$ cat src/rtl/rcv_cmd_asm.sv
// +--------------------------------------------------------------------------+
// | rcv_cmd_asm: packs NUM_BYTES received bytes (MSB byte first) into one     |
// | command word with a sticky ready/clear handshake, timeout and overrun.   |
// | Revision: 1.0                                                            |
// +--------------------------------------------------------------------------+
`default_nettype none

module rcv_cmd_asm #(
  parameter int NUM_BYTES   = 3,
  parameter int BYTE_W      = 8,
  parameter int TIMEOUT_CYC = 1024
) (
  input  logic                        clk,
  input  logic                        rst,
  input  logic                        rx_rdy,
  input  logic [BYTE_W-1:0]           rx_data,
  input  logic                        clr_cmd_rdy,
  output logic [NUM_BYTES*BYTE_W-1:0] cmd,
  output logic                        cmd_rdy,
  output logic [NUM_BYTES-1:0]        byte_en,
  output logic                        last_byte,
  output logic                        frame_err,
  output logic                        overrun
);

  localparam int CMD_W = NUM_BYTES * BYTE_W;
  localparam int IDX_W = $clog2(NUM_BYTES);
  localparam int CNT_W = $clog2(TIMEOUT_CYC);

  localparam logic [IDX_W-1:0] LAST_IDX = IDX_W'(NUM_BYTES - 1);
  localparam logic [CNT_W-1:0] CNT_MAX  = CNT_W'(TIMEOUT_CYC - 1);

  typedef enum logic [0:0] {
    IDLE = 1'b0,
    RCV  = 1'b1
  } state_t;

  state_t             state_q, state_d;
  logic [IDX_W-1:0]   idx_q, idx_d;
  logic [CNT_W-1:0]   cnt_q, cnt_d;
  logic [CMD_W-1:0]   cmd_q, cmd_d;
  logic               cmd_rdy_q, cmd_rdy_d;
  logic               overrun_q, overrun_d;
  logic               frame_err_q, frame_err_d;
  logic               done;

  // Slot index counts down from the MSB byte as idx counts up.
  always_comb begin
    byte_en = '0;
    for (int i = 0; i < NUM_BYTES; i++) begin
      byte_en[i] = rx_rdy & ~rst & (idx_q == IDX_W'(NUM_BYTES - 1 - i));
    end
  end

  assign last_byte = rx_rdy & (idx_q == LAST_IDX);

  always_ff @(posedge clk) begin
    if (rst) begin
      state_q     <= IDLE;
      idx_q       <= '0;
      cnt_q       <= '0;
      cmd_q       <= '0;
      cmd_rdy_q   <= 1'b0;
      overrun_q   <= 1'b0;
      frame_err_q <= 1'b0;
    end else begin
      state_q     <= state_d;
      idx_q       <= idx_d;
      cnt_q       <= cnt_d;
      cmd_q       <= cmd_d;
      cmd_rdy_q   <= cmd_rdy_d;
      overrun_q   <= overrun_d;
      frame_err_q <= frame_err_d;
    end
  end

  always_comb begin
    state_d     = state_q;
    idx_d       = idx_q;
    cnt_d       = cnt_q;
    cmd_d       = cmd_q;
    cmd_rdy_d   = cmd_rdy_q;
    overrun_d   = overrun_q;
    frame_err_d = 1'b0;
    done        = 1'b0;

    for (int i = 0; i < NUM_BYTES; i++) begin
      if (byte_en[i]) begin
        cmd_d[i*BYTE_W +: BYTE_W] = rx_data;
      end
    end

    case (state_q)
      IDLE: begin
        cnt_d = '0;
        if (rx_rdy) begin
          state_d = RCV;
          idx_d   = IDX_W'(1);
        end
      end
      RCV: begin
        if (rx_rdy) begin
          cnt_d = '0;
          if (idx_q == LAST_IDX) begin
            state_d = IDLE;
            idx_d   = '0;
            done    = 1'b1;
          end else begin
            idx_d = idx_q + IDX_W'(1);
          end
        end else if (cnt_q == CNT_MAX) begin
          // Stale partial frame: drop it, leave written slots as they are.
          state_d     = IDLE;
          idx_d       = '0;
          cnt_d       = '0;
          frame_err_d = 1'b1;
        end else begin
          cnt_d = cnt_q + CNT_W'(1);
        end
      end
      default: begin
        state_d = IDLE;
        idx_d   = '0;
        cnt_d   = '0;
      end
    endcase

    // A completing frame beats a same-edge clear.
    if (done) begin
      cmd_rdy_d = 1'b1;
    end else if (clr_cmd_rdy) begin
      cmd_rdy_d = 1'b0;
    end

    if (done && cmd_rdy_q && !clr_cmd_rdy) begin
      overrun_d = 1'b1;
    end else if (clr_cmd_rdy) begin
      overrun_d = 1'b0;
    end
  end

  assign cmd       = cmd_q;
  assign cmd_rdy   = cmd_rdy_q;
  assign overrun   = overrun_q;
  assign frame_err = frame_err_q;

endmodule

`default_nettype wire
$ cat config.mk
export PLATFORM = sky130hd
export DESIGN_NAME = rcv_cmd_asm
export DESIGN_NICKNAME = d
export VERILOG_FILES = /design/src/rtl/rcv_cmd_asm.sv
export SDC_FILE = /design/constraint.sdc
export NUM_CORES = 1
export LEC_CHECK = 0
export ABC_CLOCK_PERIOD_IN_PS = 2730
export BUFFER_PORTS_ARGS = -buffer_cell sky130_fd_sc_hd__buf_4
export CAP_MARGIN = 40
export CORE_UTILIZATION = 40
export CTS_CLUSTER_SIZE = 40
export DETAILED_ROUTE_END_ITERATION = 6
export PLACE_DENSITY = 0.74
export SLEW_MARGIN = 40
export SYNTH_ARGS = -nofsm -noshare
export SYNTH_HDL_FRONTEND = slang
export SYNTH_SLANG_ARGS = --single-unit
$ cat constraint.sdc
create_clock -name clk -period 2.73 [get_ports clk]
set_clock_uncertainty 0.1 [all_clocks]
set_input_delay 0 -clock clk [delete_from_list [all_inputs] [get_ports clk]]
set_output_delay 0 -clock clk [all_outputs]
set_load 0.01 [all_outputs]
; ---- Word-level counts from Yosys, hierarchy flattened
; Index checks and enable logic that the tools add are counted.
; Widths: inputs -> output; s select.
[totals]
output_inout_bits = 31
ff_bits = 40
elab_cells = 51
[op_classes]
n_bitwise = 7
n_eq_ne = 5
n_mux = 20
reduce_logical = 8
n_addsub = 2
[op_table]
columns = cell, n
row1 = $mux 10, 2
row2 = $pmux 10 s2, 1
row3 = $mux 1, 11
row4 = $add 10x1->10 const B, 1
row5 = $eq 10x10->1 const B, 1
row6 = $mux 2, 4
row7 = $and 1x1->1, 5
row8 = $pmux 2 s2, 1
row9 = $reduce_bool 2->1, 2
row10 = $ne 3x2->1 const B, 1
row11 = $reduce_or 3->1, 1
row12 = $add 2x1->2 const B, 1
row13 = $eq 2x1->1 const B, 1
row14 = $eq 2x2->1 const B, 1
row15 = $logic_and 1x1->1, 2
row16 = $logic_not 2->1, 1
row17 = $ne 2x2->1 const B, 1
row18 = $not 1->1, 2
row19 = $pmux 1 s2, 1
row20 = $reduce_and 2->1, 1
row21 = $logic_not 1->1, 1

; ---- Depth between registers and ports, before layout
[depth]
depth_word = 7
depth_mapped = 6
mapped_depth_nobuf = 5

; ---- Worst setup path after synthesis
; No wires, ideal clock.
[synth_timing]
kind = register to register
from = register cnt_q[0]
to = register state_q
slack_ns = 1.370
required_time_ns = 2.515
n_path_buf = 0
arrival_ns = 1.145
stages_incl_launch_ff = 6
synth_period_minus_slack_ns = 1.360
setup_time_ns = 0.115
path_cell_list = dfxtp_1 > ha_1 > nand4_1 > nor3_1 > or2_2 > nand2_1
[synth_via]
elab_chain_cells = 4
[synth_lines]
columns = item, line_no
row1 = "start, declared", 40  ; logic [CNT_W-1:0] cnt_q, cnt_d;
row2 = "start signal, assigned", 69  ; cnt_q <= cnt_d;
row3 = $eq 10x10->1, 111  ; end else if (cnt_q == CNT_MAX) begin
row4 = $mux 1, 111
row5 = $mux 1, 102  ; if (rx_rdy) begin
row6 = $pmux 1 s2, 93  ; case (state_q)
row7 = "end signal, assigned", 67  ; state_q <= state_d;
row8 = "end, declared", 38  ; state_t state_q, state_d;
; Every way passes these cells.
; A chain may end at the register's enable or synchronous reset.

; ---- Worst setup path in the final report
[layout_timing]
from = input rst
to = output byte_en[1]
[layout_via]
elab_chain_cells = 3
[layout_lines]
columns = item, line_no
row1 = "start, declared", 14  ; input logic rst,
row2 = $not 1->1, 51  ; byte_en[i] = rx_rdy & ~rst & (idx_q == IDX_W'(NUM_BYTES - 1 - i));
row3 = $and 1x1->1 (2 in series), 51
row4 = "end, declared", 20  ; output logic [NUM_BYTES-1:0] byte_en,
; Every way passes these cells.

==> results_dict.tcl <==
set metrics [dict create \
    place_area_sq_um 1926 \
    worstPathArrival_ns 1.80 \
    slew_violations 0 \
    grt_overflow_total 0 \
    start_kind "primary input" \
    post_cts_buffers 0 \
    synthesis.nets 196 \
    layout_common_cells "buf_4, dfxtp_1, nand2_1, nand2b_1, o21ai_0" \
    syn_avg_cell_area_sq_um 8.683 \
    cts_buffers 5 \
    period_share_pct 69.72 \
    synth_seq_cells 40 \
    tritoncts "built" \
    hold_class "flop to flop" \
    finalHoldViolCount 0 \
    initial_core_util_pct 42.45 \
    rsz0062_at_grt "false" \
    dieWidth_microns 65.03 \
    regArea_sq_um 800.8 \
    cts.sinks 40 \
    setup_violations 0 \
    multi_input_area_sq_um 725.7 \
    cpPeakStageDelay_ns 0.54 \
    power_frac_seq_pct 54.5 \
    yosys.area_share.simple_pct 29.06 \
    first_pass_iters 4 \
    layout-drive-gt1-share_pct 24.47 \
    tns_ns 0 \
    power.density_nw_per_um2 525.8 \
    cpMaxStageDelayCell "dlygate4sd3_1" \
    fillers 372 \
    endpoint_kind "output port" \
    die-area_sq_um 4229 \
    ys_types 35 \
    worst_pin_slew_ns 0.6000 \
    clkPwrFrac_pct 35.9 \
    netlist_instances 183 \
    final_nets 249 \
    numPortBuffers 42 \
    swShare_pct 23.69 \
    crit_top_cell "buf_4" \
    ant_nets 0 \
    wl_per_cell_microns 11.66 \
    dp_hpwl_microns 2313 \
    synth_edf_count 0 \
    synthFlopType "dfxtp_1" \
    vias 1407 \
    coreArea_sq_um 3744 \
    total_leakage_power_nw 0.8322 \
    gp_congestion 0.7602 \
    syn_to_final_growth_pct 35.28 \
    drt_drc_violations_left 0 \
    synth_compound_area_share_pct 12.13 \
    grt.total_usage_pct 17.03 \
    ioPinCount 43 \
    viasPerCell 4.937 \
    drt_iter0_drc 121 \
    htreeDepth 2 \
    grt_pass1_vias 1259 \
    grt_pass1_wl_microns 5478 \
    r2r_slack_ns 0.84 \
    antenna_found_initial 0 \
    maxCapViolCount 0 \
    rows 22 \
    path_cells "dlygate4sd3_1, buf_4, nand2b_2, nor3b_4, buf_4" \
    p_int_uw 862.5 \
    synth_top_family_by_area "simple AND/OR/NAND/NOR gates" \
    yosysWarnings 0 \
    rr_startpoint "idx_q[1]" \
    power.switching_uw 267.7 \
    synth-seq-area-share_pct 50.39 \
    required_ns 2.63 \
    regToRegEndpoint "overrun" \
    worst-setup-path-type "primary input to output port" \
    synthAdderAreaFrac_pct 0.7874 \
    slew_headroom_pct 59.96 \
    synth_xor_area_share_pct 3.307 \
    async_flop_share_pct 0 \
    finalWorstPathRequiredPeriod_ns 1.903 \
    fmax_mhz 525.4 \
    setup.worst_path.end "byte_en[1]" \
    wirelength_microns 3324 \
    postLayoutCellArea_sq_um 2150 \
    outcome "finished, final reports clean" \
    synth_area_sq_um 1589 \
    startpoint "rst" \
    num_antenna_cells 0 \
    clk_pin_slew_worst_paths_ns 0.08 \
    dp_cells 265 \
    fp.dieH_microns 65.03 \
    cts_max_path_buffers 2 \
    fin_cells 285 \
    peakVddDrop_v 0.0003005 \
    clk_latency_ns 0.29 \
    ff2ff_path_depth 5 \
    synthMuxAreaShare_pct 0 \
    p_comb_share_pct 9.6 \
    final_common_cell "buf_4" \
    grt_max_degree 31 \
    cts-root-buf "clkbuf_8" \
    crit_fanout 30 \
]
==> per-layer routing <==
metal  share of wire [%]  track usage [%]  vias to the layer above
li1                    -                -                      723
met1                  45            19.24                      632
met2                  47            28.65                       48
met3                 7.5            7.394                        4
met4                0.84            5.435                        0
met5                   0                0                        -
==> sequential cells by signal, indices dropped and copies added (netlist names) <==
signal / cells
cmd: 24
cmd_rdy: 1
cnt_q: 10
frame_err: 1
idx_q: 2
overrun: 1
state_q: 1
==> worst min-delay path by stage <==
stage                      startpoint  cells past startpoint  slack, ns  endpoint
after floorplan           clr_cmd_rdy                      1      -0.02   overrun
after global placement    clr_cmd_rdy                      2       0.08   overrun
after detailed placement  clr_cmd_rdy                      2       0.08   overrun
after CTS                  rx_data[5]                      4       0.36   cmd[13]
after global routing       rx_data[7]                      4       0.38   cmd[23]
final                          cmd[2]                      2       0.36    cmd[2]
==> critical path, delay by kind of cell <==
kind,cells,cell delay [ns]
buf+inv,3,0.99
simple gates,2,0.81
==> cells in the mapped netlist (2+ instances only) <==
master | count | area [sq um]
clkbuf_1 | 2 | 7.510
a31oi_1 | 2 | 12.51
nand2_1 | 31 | 116.4
a21oi_1 | 9 | 45.04
xnor2_1 | 2 | 17.52
xor2_1 | 4 | 35.03
or3_1 | 2 | 12.51
buf_2 | 4 | 20.02
o21ai_0 | 16 | 80.08
nand3_1 | 12 | 60.06
nor3_1 | 3 | 15.01
nand2b_1 | 16 | 100.1
inv_1 | 6 | 22.52
nor2_1 | 10 | 37.54
dfxtp_1 | 40 | 800.8
nand4_1 | 4 | 25.02
buf_4 | 2 | 15.01
==> per-stage QoR <==
step | worst slack (ns) | hold slack (ns) | utilization [%] | power [mW]
floorplan | 1.370 | -0.02321 | - | 0.6758
detailed placement | 1.116 | 0.07947 | 51.44 | 0.7245
global placement | 1.186 | 0.07959 | 51.44 | 0.7232
CTS | 0.7260 | 0.3585 | 57.25 | 1.151
global route | 0.7082 | 0.3759 | 57.42 | 1.186
finish | 0.8267 | 0.3591 | 57.42 | 1.130
==> power groups by stage <==
stage | Combinational [mW] | Clock [mW] | Sequential [mW]
after floorplan | 0.0436 | 0 | 0.632
after CTS | 0.108 | 0.427 | 0.615
after global placement | 0.0943 | 0 | 0.629
after global routing | 0.118 | 0.449 | 0.618
final | 0.108 | 0.406 | 0.616
after detailed placement | 0.0955 | 0 | 0.629
==> kinds of logic after synthesis <==
family | Yosys count
AOI/OAI and AO/OA | 34
xor gates and xnor gates | 6
adders and majority gates | 1
buffers and inverters | 15
DFF | 40
and+or+nand+nor | 87
==> what timing repair did <==
action / in CTS / in global routing
setup endpoints to repair: 0 / 0
resized for setup: 0 / 0
hold buffers: 12 / 0
hold endpoints to repair: 28 / 0
==> layout make-up <==
type	count	share of cell area [%]
flip-flops and latches	40	37.25
well taps	48	2.794
repair buffers	55	20.61
clock buffers	6	3.842
multi-input cells	128	33.76
clock inverters	2	0.6985
inverters	6	1.048
Power figures use the tool's default switching activity.
